## src/rtl/systolic_array.sv

```systemverilog
// 2x2 output-stationary systolic array computing a valid 2x2 correlation of a 3x3 image.
// Weights skew through the grid one PE per cycle; activations are taken straight from the ports.
module systolic_array (
  input  logic        clk,
  input  logic        reset,
  input  logic [7:0]  activation_stream [0:8],
  input  logic [7:0]  weight_stream     [0:3],
  output logic [31:0] result            [0:3]
);

  logic [2:0] step_q, step_d;
  logic       done_q, done_d;
  logic [7:0] w00_q, w01_q;

  always_comb begin
    step_d = step_q;
    done_d = done_q;
    if (!done_q) begin
      if (step_q == 3'd5) done_d = 1'b1;
      else                step_d = step_q + 3'd1;
    end
  end

  always_ff @(posedge clk) begin
    if (reset) begin
      step_q <= 3'd0;
      done_q <= 1'b0;
      w00_q  <= 8'd0;
      w01_q  <= 8'd0;
    end else begin
      step_q <= step_d;
      done_q <= done_d;
      if (!done_q && step_q <= 3'd3) w00_q <= weight_stream[step_q[1:0]];
      if (!done_q)                   w01_q <= w00_q;
    end
  end

  for (genvar g = 0; g < 4; g++) begin : g_pe
    localparam int R = g / 2;
    localparam int C = g % 2;

    int          t;
    logic        en;
    logic        fin;
    logic [1:0]  tap;
    logic [3:0]  a_idx;
    logic [7:0]  a_sel;
    logic [7:0]  w_sel;
    logic [15:0] prod;
    logic [31:0] sum_d;
    logic [31:0] acc_q;
    logic [31:0] res_q;

    // PE(r,c) works on tap t = step - (r+c) while that tap lies in 0..3
    always_comb begin
      t     = int'(step_q) - (R + C);
      en    = !done_q && (t >= 0) && (t <= 3);
      tap   = t[1:0];
      fin   = en && (tap == 2'd3);
      a_idx = 4'((R + int'(tap[1])) * 3 + C + int'(tap[0]));
      a_sel = activation_stream[a_idx];
    end

    if (g == 0) begin : g_w_port
      assign w_sel = weight_stream[tap];
    end else if (g == 3) begin : g_w_diag
      assign w_sel = w01_q;
    end else begin : g_w_edge
      assign w_sel = w00_q;
    end

    assign prod  = 16'(a_sel) * 16'(w_sel);
    assign sum_d = acc_q + {16'd0, prod};

    always_ff @(posedge clk) begin
      if (reset) begin
        acc_q <= 32'd0;
        res_q <= 32'd0;
      end else begin
        if (en)  acc_q <= sum_d;
        if (fin) res_q <= sum_d;
      end
    end

    assign result[g] = res_q;
  end

endmodule

```

## config.mk

```make
export PLATFORM = sky130hd
export DESIGN_NAME = systolic_array
export DESIGN_NICKNAME = d
export VERILOG_FILES = /design/src/rtl/systolic_array.sv
export SDC_FILE = /design/constraint.sdc
export NUM_CORES = 1
export LEC_CHECK = 0
export ABC_CLOCK_PERIOD_IN_PS = 14390
export BUFFER_PORTS_ARGS = -buffer_cell sky130_fd_sc_hd__clkbuf_2
export CORE_MARGIN = 8
export CORE_UTILIZATION = 50
export CTS_CLUSTER_SIZE = 14
export DETAILED_ROUTE_END_ITERATION = 6
export HOLD_SLACK_MARGIN = 0.03
export PLACE_DENSITY = 0.69
export SETUP_SLACK_MARGIN = 0.1
export SLEW_MARGIN = 40
export SYNTH_ARGS = -nofsm -noshare
export SYNTH_HDL_FRONTEND = slang
export SYNTH_SLANG_ARGS = --single-unit
```

## constraint.sdc

```tcl
create_clock -name clk -period 14.39 [get_ports clk]
set_input_delay 2.878 -clock clk [delete_from_list [all_inputs] [get_ports clk]]
set_output_delay 2.878 -clock clk [all_outputs]
set_load 0.05 [all_outputs]
```

==> results.toml <==
[detailed_routing]
ant_nets = 0
detailedRoute.firstPassIterationCount = 5
average_wire_per_standard_cell_um = 18.0
vias = 20988
route.detailed.vias_per_inst = 5.67
dr.first_iter.drc_count = 1307
wl_um = 66600
detail_route.drc_violations = 0

[timing]
setup_repair_after_global_routing_missed_its_margin = "no"
report.final.setup_viol = 0
fin_hold_ws_ns = 0.451
final_min_period_over_clock_period_pct = 58.8
timing_worst_slew_pin_value_ns = 0.877
fin_worst_skew_ns = 0.0230
max_clock_freq_mhz = 118
timing.slew.headroom_pct = 41.4
hold_violations = 0
drv_slew = 0
setup_tns_ns = 0
min_period_ns = 8.47

[setup_path]
setup.reg_to_reg.worst_slack_ns = 5.97
req_time_crit_path_ns = 14.85
criticalPathCategory = "in2reg"
worstPathCellList = "clkbuf_2, mux4_2, mux2i_1, o21ai_1, and2_1, fa_1, inv_1, fa_1, fa_1, fa_1, inv_1, ha_1, and4_1, nor3b_2, and3b_1, and3_4, o31a_1, or4_1, a311oi_1"
critPathSlowestCell = "sky130_fd_sc_hd__fa_1"
r2r-start = "step_q[0]"
largest_incremental_delay_on_the_critical_path_ns = 0.55
cp_bufs_invs = 3
cp_common_cell = "sky130_fd_sc_hd__fa_1"
crit-reg2reg-capture = "g_pe[2].acc_q[31]"
end_kind = "register"
critPathMaxFanout = 20
cp_data_arrival_time_ns = 8.93
reg2regPathDepth = 24
startpoint_types = "input port"
timing.critical_path.max_delay_family = "adder cells"

[yosys]
synth_largest_area_cell = "sky130_fd_sc_hd__dfxtp_1"
instance_count_of_the_mapped_netlist = 2904
synth.cell_area_um2 = 24400
synth-warning-count = 0
post_synth_most_frequent_cells = "sky130_fd_sc_hd__inv_1 (389), sky130_fd_sc_hd__nand2_1 (337), sky130_fd_sc_hd__dfxtp_1 (276), sky130_fd_sc_hd__fa_1 (200), sky130_fd_sc_hd__nor2_1 (199)"
asyncSetResetFlopFracSynth_pct = 0
postSynth.topFlopCell = "sky130_fd_sc_hd__dfxtp_1"
ys_top_cells_by_area = "sky130_fd_sc_hd__dfxtp_1 (23%), sky130_fd_sc_hd__fa_1 (16%), sky130_fd_sc_hd__ha_1 (8.9%)"
syn_nets = 3383
post_synth.cell_area_avg_um2 = 8.40
ys_seq_elements = 276
synth_seq_area_share_pct = 22.7
synth.most_common_cell = "sky130_fd_sc_hd__inv_1"
synth_enable_flop_cells = 0
ys_types = 66
yosysTopAreaCellShare_pct = 22.7

[hold_path]
endpoint_of_the_worst_hold_timing_path = "g_pe[2].res_q[7]"
worst_hold_path.num_cells = 2
holdCritStartpoint = "g_pe[2].res_q[7]"
holdCritPathClass = "reg2reg"

[final_layout]
final_net_count = 3534
layout_overhead_on_the_synthesized_area_pct = 11.9
post-route-cell-area_um2 = 27300
final_layout_size_suffix_gt1_share_pct = 13.9
fill_cells = 4386

[floorplanning]
start_util_pct = 50.2
num_rows = 81
core-area_um2 = 48500
pin_count = 234
dieHeight_um = 237
die_outline_area_um2 = 56100
floorplan.die.width_um = 237

[global_route]
global_route_wire_length_before_repair_um = 110000
grt_max_degree = 106
met2_usage_pct = 42.4
global_route.overflow_total = 0
overall_global_routing_resource_usage_pct = 23.7
grt_antenna_before_repair = 3
use_met3_pct = 3.55
grt_pass1_vias = 21843
busiest_layer = "met2"
grt.met1_usage_pct = 28.6

[clock_tree]
cts_buffer_depth = 3
ctsResizeCount = 0
cts_tree = "done"
tritoncts_num_sinks = 276
total_of_hold_buffers_inserted_after_clock_tree_synthesis = 0
cts_bufs_inserted = 35
clock_latency_ns = 0.57
post-cts-setup-buffers = 0
h_tree_level_count = 2
clkTransAtPathRegs_ns = 0.06
cts.root.buffer_cell = "sky130_fd_sc_hd__clkbuf_16"

[placed_design]
port_buffers = 233
placedInstanceArea_um2 = 26100
dp.final_hpwl_um = 50200
globalplace.congestion = 0.903

[job]
max-cap-violations = 0

[run_status]
status = "completed"
==> kinds of logic after synthesis <==
group	Yosys count	share of synthesized area (%)
compound gates	504	13.0
xor+xnor	107	3.84
fa+ha+maj	373	25.3
buf+inv	547	8.49
flops	276	22.7
mux	115	7.10
simple gates	982	19.6
==> per-layer routing <==
layer / part of all wire [%] / routed length [µm] / vias to the layer above
met5: 0 / 0 / -
met4: 3.3 / 2170 / 0
met3: 5.1 / 3360 / 129
met2: 50 / 33300 / 600
met1: 42 / 27700 / 10272
li1: - / - / 9987
==> area by class of cell <==
| class | count | area, µm² | area share [%] |
|---|---|---|---|
| repair buffers | 269 | 1460 | 5.35 |
| multi-input cells | 2081 | 16900 | 61.9 |
| clock inverters | 14 | 188 | 0.688 |
| clock buffers | 44 | 960 | 3.52 |
| diodes | 2 | 5.00 | 0.0183 |
| well taps | 622 | 778 | 2.85 |
| inverters | 392 | 1470 | 5.39 |
| flip-flops and latches | 276 | 5530 | 20.3 |
==> worst min-delay path: stages (launching register included) <==
cell	delay, ns
sky130_fd_sc_hd__dfxtp_1	0.31
sky130_fd_sc_hd__nand2_1	0.05
sky130_fd_sc_hd__a21oi_1	0.05
==> through the flow <==
step	setup slack [ns]	util (%)	std cells
5_1_grt	5.44	56.2	3700
3_5_place_dp	5.43	53.7	3640
6_report	5.92	56.2	3700
2_1_floorplan	6.19	-	2904
4_1_cts	5.93	56.1	3698
3_3_place_gp	5.28	53.6	3640
==> cells in the final DEF (no fill, tap or decap), types with 77 or more instances in the layout <==
cell type                    n
sky130_fd_sc_hd__a21oi_1   186
sky130_fd_sc_hd__clkbuf_2  232
sky130_fd_sc_hd__a211oi_1   77
sky130_fd_sc_hd__and2_1     99
sky130_fd_sc_hd__nor2_1    196
sky130_fd_sc_hd__ha_1      172
sky130_fd_sc_hd__nand2_1   336
sky130_fd_sc_hd__dfxtp_1   273
sky130_fd_sc_hd__inv_1     389
sky130_fd_sc_hd__fa_1      200
==> sequential cells by signal (all words and copies together), names as in the netlist <==
register and cells:
step_q 3, g_pe.acc_q 128, done_q 1, g_pe.w_sel 16, g_pe.res_q 128
==> worst max-delay path by stage <==
stage,startpoint,to,slack [ns],cells past startpoint
floorplan,activation_stream[51],g_pe[3].res_q[24],6.19,20
global placement,activation_stream[47],g_pe[1].res_q[28],5.28,19
detailed placement,activation_stream[47],g_pe[3].res_q[26],5.43,19
CTS,step_q[0],g_pe[3].res_q[26],5.93,21
global route,step_q[0],g_pe[2].res_q[27],5.44,27
finish,activation_stream[47],g_pe[3].res_q[26],5.92,19
Power is not shown: default switching activity piles up to over one toggle a cycle in this logic, so the estimate is an artifact.
